**config.mk**
```make
export PLATFORM = sky130hd
export DESIGN_NAME = serial_fa_sched
export DESIGN_NICKNAME = d
export VERILOG_FILES = /design/src/rtl/serial_fa_sched.sv
export SDC_FILE = /design/constraint.sdc
export NUM_CORES = 1
export LEC_CHECK = 0
export ABC_AREA = 1
export BUFFER_PORTS_ARGS = -buffer_cell sky130_fd_sc_hd__buf_4
export CORE_AREA = 2 2 76 78
export CTS_BUF_LIST = sky130_fd_sc_hd__clkbuf_16
export CTS_CLUSTER_SIZE = 20
export DETAILED_ROUTE_END_ITERATION = 12
export DIE_AREA = 0 0 78 80
export HOLD_SLACK_MARGIN = 0.08
export MAX_ROUTING_LAYER = met4
export PLACE_DENSITY = 0.67
export SLEW_MARGIN = 20
export SYNTH_ARGS = -nofsm -noshare
export SYNTH_HDL_FRONTEND = slang
export SYNTH_SLANG_ARGS = --single-unit
```
**constraint.sdc**
```tcl
create_clock -name C -period 4.5 [get_ports C]
set_clock_uncertainty 0.2 [all_clocks]
set_input_delay 0.9 -clock C [delete_from_list [all_inputs] [get_ports C]]
set_output_delay 0.9 -clock C [all_outputs]
set_load 0.02 [all_outputs]
```
**src/rtl/serial_fa_sched.sv**
```systemverilog
// Round-robin scheduler sharing one bit-serial full adder between two requesters.
// Computes W-bit add/subtract LSB first, one bit per clock; all outputs registered.
module serial_fa_sched #(
  parameter int unsigned W = 8
) (
  input  logic         C,
  input  logic         R,
  input  logic         REQ0,
  input  logic [W-1:0] A0,
  input  logic [W-1:0] B0,
  input  logic         SUB0,
  output logic         ACK0,
  input  logic         REQ1,
  input  logic [W-1:0] A1,
  input  logic [W-1:0] B1,
  input  logic         SUB1,
  output logic         ACK1,
  output logic [W-1:0] Y,
  output logic         CO,
  output logic         GNT,
  output logic         DONE,
  output logic         BUSY
);

  localparam int unsigned CW = (W > 2) ? $clog2(W) : 1;

  typedef enum logic [1:0] {
    IDLE = 2'd0,
    RUN  = 2'd1,
    FIN  = 2'd2
  } state_t;

  state_t          r_state;
  state_t          w_state_nxt;
  logic [W-1:0]    r_a;
  logic [W-1:0]    r_b;
  logic [W-2:0]    r_res;
  logic            r_carry;
  logic [CW-1:0]   r_cnt;
  logic            r_owner;
  logic            r_last;

  logic            w_req;
  logic            w_win;
  logic [W-1:0]    w_a;
  logic [W-1:0]    w_b;
  logic            w_sub;
  logic            w_sum;
  logic            w_cy;
  logic            w_last_step;

  always_comb begin
    w_req       = REQ0 | REQ1;
    w_win       = (REQ0 & REQ1) ? ~r_last : REQ1;
    w_a         = w_win ? A1 : A0;
    w_b         = w_win ? B1 : B0;
    w_sub       = w_win ? SUB1 : SUB0;
    w_sum       = r_a[0] ^ r_b[0] ^ r_carry;
    w_cy        = (r_a[0] & r_b[0]) | (r_a[0] & r_carry) | (r_b[0] & r_carry);
    w_last_step = (r_cnt == CW'(W - 1));
    w_state_nxt = r_state;
    case (r_state)
      IDLE:    if (w_req) w_state_nxt = RUN;
      RUN:     if (w_last_step) w_state_nxt = FIN;
      FIN:     w_state_nxt = IDLE;
      default: w_state_nxt = IDLE;
    endcase
  end

  always_ff @(posedge C or posedge R) begin
    if (R) r_state <= IDLE;
    else   r_state <= w_state_nxt;
  end

  always_ff @(posedge C or posedge R) begin
    if (R) begin
      r_a     <= '0;
      r_b     <= '0;
      r_res   <= '0;
      r_carry <= 1'b0;
      r_cnt   <= '0;
      r_owner <= 1'b0;
      r_last  <= 1'b1;
      ACK0    <= 1'b0;
      ACK1    <= 1'b0;
      Y       <= '0;
      CO      <= 1'b0;
      GNT     <= 1'b0;
      DONE    <= 1'b0;
      BUSY    <= 1'b0;
    end else begin
      ACK0 <= 1'b0;
      ACK1 <= 1'b0;
      DONE <= 1'b0;
      BUSY <= (w_state_nxt != IDLE);
      case (r_state)
        IDLE: begin
          if (w_req) begin
            r_a     <= w_a;
            r_b     <= w_sub ? ~w_b : w_b;
            r_carry <= w_sub;
            r_cnt   <= '0;
            r_owner <= w_win;
            r_last  <= w_win;
            ACK0    <= ~w_win;
            ACK1    <= w_win;
          end
        end
        RUN: begin
          r_carry <= w_cy;
          r_a     <= r_a >> 1;
          r_b     <= r_b >> 1;
          r_res   <= (W-1)'({w_sum, r_res} >> 1);
          r_cnt   <= r_cnt + CW'(1);
          // The final sum bit is merged straight into Y so the result lands with DONE.
          if (w_last_step) begin
            Y    <= {w_sum, r_res};
            CO   <= w_cy;
            GNT  <= r_owner;
            DONE <= 1'b1;
          end
        end
        default: ;
      endcase
    end
  end

endmodule

```
# == Yosys cells after proc, flatten, opt, wreduce, memory -nomap -nowiden ==
# Index checks and enable logic that the tools add are counted.
# word_totals
register_bits,45
inputBits,38
wordCells,59
# op_classes
add_sub_neg,1
muxes,22
n_eq_ne,3
n_reduce_logical,6
bitwise_logic,12
# op_table
cell,count
2-to-1 mux 8 bit,5
one-hot mux 8 bit (2 select lines),2
2-to-1 mux 1 bit,9
NOT 8 bit,1
one-hot mux 3 bit (2 select lines),1
AND reduction 2 bit,3
AND 1 bit,4
2-to-1 mux 2 bit,2
one-hot mux 2 bit (2 select lines),1
nonzero test 2 bit,2
"adder 3 x 1 -> 3 bit, second input constant",1
"== test 3 bit, second input constant",1
2-to-1 mux 3 bit,1
bitwise OR 1 bit,3
"== test 2 x 1 -> 1 bit, second input constant",1
logical NOT 2 bit,1
"inequality test 2 bit, second input constant",1
NOT 1 bit,2
one-hot mux 1 bit (2 select lines),1
XOR 1 bit,2

# == Logic depth before layout (Yosys ltp) ==
# logic_depth
word_depth,7
ltp_mapped,9
ltp_nobuf,9

# == Worst setup path before layout ==
# Ideal clock, no wire load.
# synth_path
kind,input -> register
startpoint,input port REQ1
endpoint,register r_b[7]
arrival_ns,1.524
n_path_buf,2
t_required_ns,4.183
stages,7
setup_slack_ns,2.659
cell_sequence,buf_4 -> buf_2 -> nand3_1 -> nand2_1 -> nand2_1 -> nand3_1 -> nand2_1
# synth_via
elab_chain_len,7
# synth_rtl
element,line_no,text
start: declaration,13,"input logic REQ1,"
AND 1 bit,54,w_win = (REQ0 & REQ1) ? ~r_last : REQ1;
2-to-1 mux 1 bit,54,
2-to-1 mux 8 bit,56,w_b = w_win ? B1 : B0;
NOT 8 bit,100,r_b <= w_sub ? ~w_b : w_b;
2-to-1 mux 8 bit,100,
2-to-1 mux 8 bit,98,if (w_req) begin
one-hot mux 8 bit (2 select lines),96,case (r_state)
end signal: assignment,100,
end signal: assignment,112,r_b <= r_b >> 1;
end: declaration,36,logic [W-1:0] r_b;
# Parallel ways exist; a longest one is shown, timed or not. The select of a mux whose other input is x is not followed.
# A chain may end at the register's enable or synchronous reset.

# == Worst setup path after layout ==
# layout_path
startpoint,input port REQ0
endpoint,register r_carry
# layout_via
elab_chain_len,5
# layout_rtl
element,line_no,text
start: declaration,8,"input logic REQ0,"
AND 1 bit,54,
2-to-1 mux 1 bit,54,
2-to-1 mux 1 bit,57,w_sub = w_win ? SUB1 : SUB0;
2-to-1 mux 1 bit,98,
one-hot mux 1 bit (2 select lines),96,
end signal: assignment,101,r_carry <= w_sub;
end signal: assignment,110,r_carry <= w_cy;
end: declaration,38,logic r_carry;
# Parallel ways exist; a longest one is shown, timed or not. The select of a mux whose other input is x is not followed.

==> metrics.log <==
INFO  metric post_cts_buffers = 0
INFO  metric grt_usage = 16.4%
INFO  metric remaining_drc_errors = 0
INFO  metric finalNetCount = 406
INFO  metric synth-compound-area-share = 6.89%
INFO  metric fmax = 504 MHz
INFO  metric ios = between 50 and 60
INFO  metric firstDrtPassIters = 4
INFO  metric rr_worst_depth = 7
INFO  metric critical_path.reg2reg.endpoint = r_b[0]
INFO  metric clkPwrFrac = 19.7%
INFO  metric post_drt_via_cell_ratio = 4.67
INFO  metric met2_usage = between 20% and 30%
INFO  metric worst_ep_arrival_time = ~1.9 ns
INFO  metric detail_route.wl_per_cell = 10.7 um
INFO  metric clock_path_buffers = 2
INFO  metric regToRegStartpoint = r_last
INFO  metric peakVddDrop = ~0.24 mV
INFO  metric crit_path_start = REQ0
INFO  metric busiest_layer = met2
INFO  metric async_reset_ff_share = 100%
INFO  metric die_wd = between 70 and 80 um
INFO  metric drv_cap = 0
INFO  metric synth.top_cells.by_area = sky130_fd_sc_hd__dfrtp_1 46%, sky130_fd_sc_hd__nand2_1 21%, sky130_fd_sc_hd__inv_1 7.2%
INFO  metric power_frac_seq = between 30 and 40%
INFO  metric postPlaceCellArea = 2780 um2
INFO  metric proportion_of_synthesized_chip_area_in_sequential_cells = about 47%
INFO  metric num_cts_buffers = 5
INFO  metric synth-adder-area-share = roughly 1.9%
INFO  metric route.antenna.remaining_nets = 0
INFO  metric effective_utilization_at_floorplan = roughly 44%
INFO  metric clk_pin_slew = about 0.06 ns
INFO  metric timing.final.crit_period = 1.98 ns
INFO  metric cp.required = 4.45 ns
INFO  metric area_delta_synth_final = 21.9%
INFO  metric synth_top_area_share = a little under half
INFO  metric hold_viol_final = 0
INFO  metric setup.reg_to_reg.worst_slack = 2.66 ns
INFO  metric floorplan.die.height = about 80 um
INFO  metric synthesis.area = roughly 2400 um2
INFO  metric critical_path.slowest_cell = sky130_fd_sc_hd__nand2_4
INFO  metric totalNegativeSetupSlack = 0 ns
INFO  metric fp.dieArea = 6240 um2
INFO  metric grt_pass1_vias = approximately 1900
INFO  metric met3_routing_resource_usage_after_global_routing = 3.28%
INFO  metric core-area = about 5400 um2
INFO  metric largest_net_degree_at_the_start_of_global_routing = 46
INFO  metric count_of_mapped_cells_out_of_synthesis = approximately 320
INFO  metric class_of_the_tightest_hold_or_removal_check = reg2reg
INFO  metric synthMuxAreaShare = 0%
INFO  metric critPathCaptureType = flip-flop
INFO  metric timing.critical_path.from_type = input port
INFO  metric port-buffer-count = 51
INFO  metric timing_worst_slew_pin_value = around 0.58 ns
INFO  metric final.period_utilization = between 40% and 50%
INFO  metric via_count = around 2000
INFO  metric gr-usage-met1 = 20.2%
INFO  metric cts_hold_buffers = 0
INFO  metric post_synth_edffs = 0
INFO  metric critical-path-max-stage-delay = 0.25 ns
INFO  metric areal_power_density_over_the_cells = about 600 nW/um2
INFO  metric criticalPathCategory = in2reg
INFO  metric worst_case_headroom_to_the_max_slew_limit = about three fifths
INFO  metric post-route-worst-setup-slack = 2.52 ns
INFO  metric initialDrtViolationCount = 95
INFO  metric crit_path_cell_trace = buf_4 > nand2_4 > nand2_4 > nand2_1 > nand2_2 > nand2_1 > o211ai_1
INFO  metric post-synth-top-area-cell = sky130_fd_sc_hd__dfrtp_1
INFO  metric global_route_wire_length_before_repair = just over 8000 um
INFO  metric grt_overflow_total = 0
INFO  metric status = finished clean
INFO  metric synth.top_cells.by_count = 131 x sky130_fd_sc_hd__nand2_1, 46 x sky130_fd_sc_hd__inv_1, 44 x sky130_fd_sc_hd__dfrtp_1, 32 x sky130_fd_sc_hd__nand3_1, 12 x sky130_fd_sc_hd__o21ai_0
INFO  metric post_cts_resize_count = 0
INFO  metric synth_xor_area_share = 0%
INFO  metric synthesis_stage_register_bit_count = 45
INFO  metric combPwrFrac = between 40% and 50%
INFO  metric antenna_cells = 0
INFO  metric ctsHtreeMaxLevel = 2
INFO  metric synth.avg_cell_area = about 7.5 um2
INFO  metric num_rows = 27
INFO  metric num_clock_sinks = 45
INFO  metric placement.setup.worst_slack = 2.22 ns
INFO  metric synthSimpleGateAreaFrac = between 30% and 40%
INFO  metric cell_internal_pwr = 1070 uW
INFO  metric cp_max_fo = 35
INFO  metric clockRootBuffer = sky130_fd_sc_hd__clkbuf_16
INFO  metric timing.final.max_slew_violations = 0
INFO  metric yosysMostFrequentCell = sky130_fd_sc_hd__nand2_1
INFO  metric synth_fp_nets = between 300 and 400
INFO  metric cp_endpoint = r_carry
INFO  metric synthFlopType = sky130_fd_sc_hd__dfrtp_1
INFO  metric p_total = about 1800 uW
INFO  metric netSwitchingPower = 697 uW
INFO  metric synth_top_family_by_area = simple AND/OR/NAND/NOR gates
INFO  metric postLayoutCellArea = ~2900 um2
INFO  metric report.final.setup_viol = 0
INFO  metric post_route_cells_drive_above_1_share = just over 20%
INFO  metric power_switching_share = 39.4%
INFO  metric grt_setup_unrepaired = false
INFO  metric finalWeightedCongestion = 0.789
INFO  metric place.detailed.hpwl = ~3300 um
INFO  metric synth_warnings = 0
INFO  metric cts_tree = done
INFO  metric yosys.cell_types.count = 23
INFO  metric worstSkewPairLatency = about 0.28 ns
INFO  metric grt_antenna_before_repair = 0
INFO  metric routed_wirelength = ~4700 um
INFO  metric power.static_leakage = 0.00166 uW
-- cell families (layout without fill, tap and decap cells) --
kind of cell,Yosys count,count (layout)
and+or+nand+nor,178,178
buffers and inverters,63,111
DFF,45,45
AOI/OAI and AO/OA,29,29
adders and majority gates,3,3
-- metal layers --
layer | vias up | part of all wire (%)
li1 | 1071 | -
met1 | 925 | 47
met2 | 44 | 48
met3 | 4 | 4.8
met4 | 0 | 0.58
met5 | - | 0
-- how the worst min path moves through the flow --
stage	from	to	slack [ns]	cells past startpoint
final	Y[0]	Y[0]	0.28	2
after global routing	r_cnt[1]	r_cnt[1]	0.31	2
after CTS	r_cnt[1]	r_cnt[1]	0.28	2
after detailed placement	r_cnt[1]	r_cnt[1]	0.27	2
after global placement	r_res[0]	Y[0]	0.26	2
after floorplan	r_res[0]	Y[0]	0.24	2
-- area by class of cell --
cell class	count	area [um2]
clock buffer	5	125
clock inverter	3	17.5
fill	557	2480
inverter	51	198
multi-input combinational	210	975
sequential	45	1130
tap	72	90.1
timing repair buffer	52	390
-- stage by stage --
stage	hold slack [ns]	util [%]	cells
after floorplan	0.242	-	318
after global placement	0.258	51.4	430
after detailed placement	0.267	51.4	430
after CTS	0.283	54.1	438
after global routing	0.308	54.1	438
final	0.278	54.1	438
-- placed cells by master (no fill, tap or decap), types with 4 or more instances in the layout --
cell type | Yosys | layout
sky130_fd_sc_hd__nand2_2 | 4 | 4
sky130_fd_sc_hd__dfrtp_1 | 44 | 44
sky130_fd_sc_hd__buf_4 | 3 | 52
sky130_fd_sc_hd__nand3_1 | 32 | 32
sky130_fd_sc_hd__o21ai_1 | 8 | 8
sky130_fd_sc_hd__clkbuf_16 | 0 | 5
sky130_fd_sc_hd__nand2_4 | 5 | 5
sky130_fd_sc_hd__nand2_1 | 131 | 131
sky130_fd_sc_hd__inv_1 | 46 | 45
sky130_fd_sc_hd__o21ai_0 | 12 | 12
sky130_fd_sc_hd__o211ai_1 | 8 | 8
-- power by group through the flow --
| stage | Sequential (uW) | Combinational (uW) | Clock (uW) |
|---|---|---|---|
| 3_5_place_dp | 699 | 739 | 0 |
| 6_report | 693 | 729 | 349 |
| 4_1_cts | 695 | 743 | 359 |
| 5_1_grt | 718 | 846 | 373 |
| 3_3_place_gp | 695 | 728 | 0 |
| 2_1_floorplan | 739 | 516 | 0 |
-- state kept, by name (all words and copies together), names as in the netlist --
register  flops
Y             8
r_a           8
r_b           8
r_res         7
r_cnt         3
r_state       2
ACK0          1
ACK1          1
BUSY          1
CO            1
DONE          1
GNT           1
r_carry       1
r_last        1
r_owner       1
-- critical path, delay by kind of cell --
kind,cells,cell delay (ns)
AO/OA/AOI/OAI,1,0.10
AND/OR/NAND/NOR,5,0.79
buffers and inverters,1,0.13
Power figures use the tool's default switching activity.
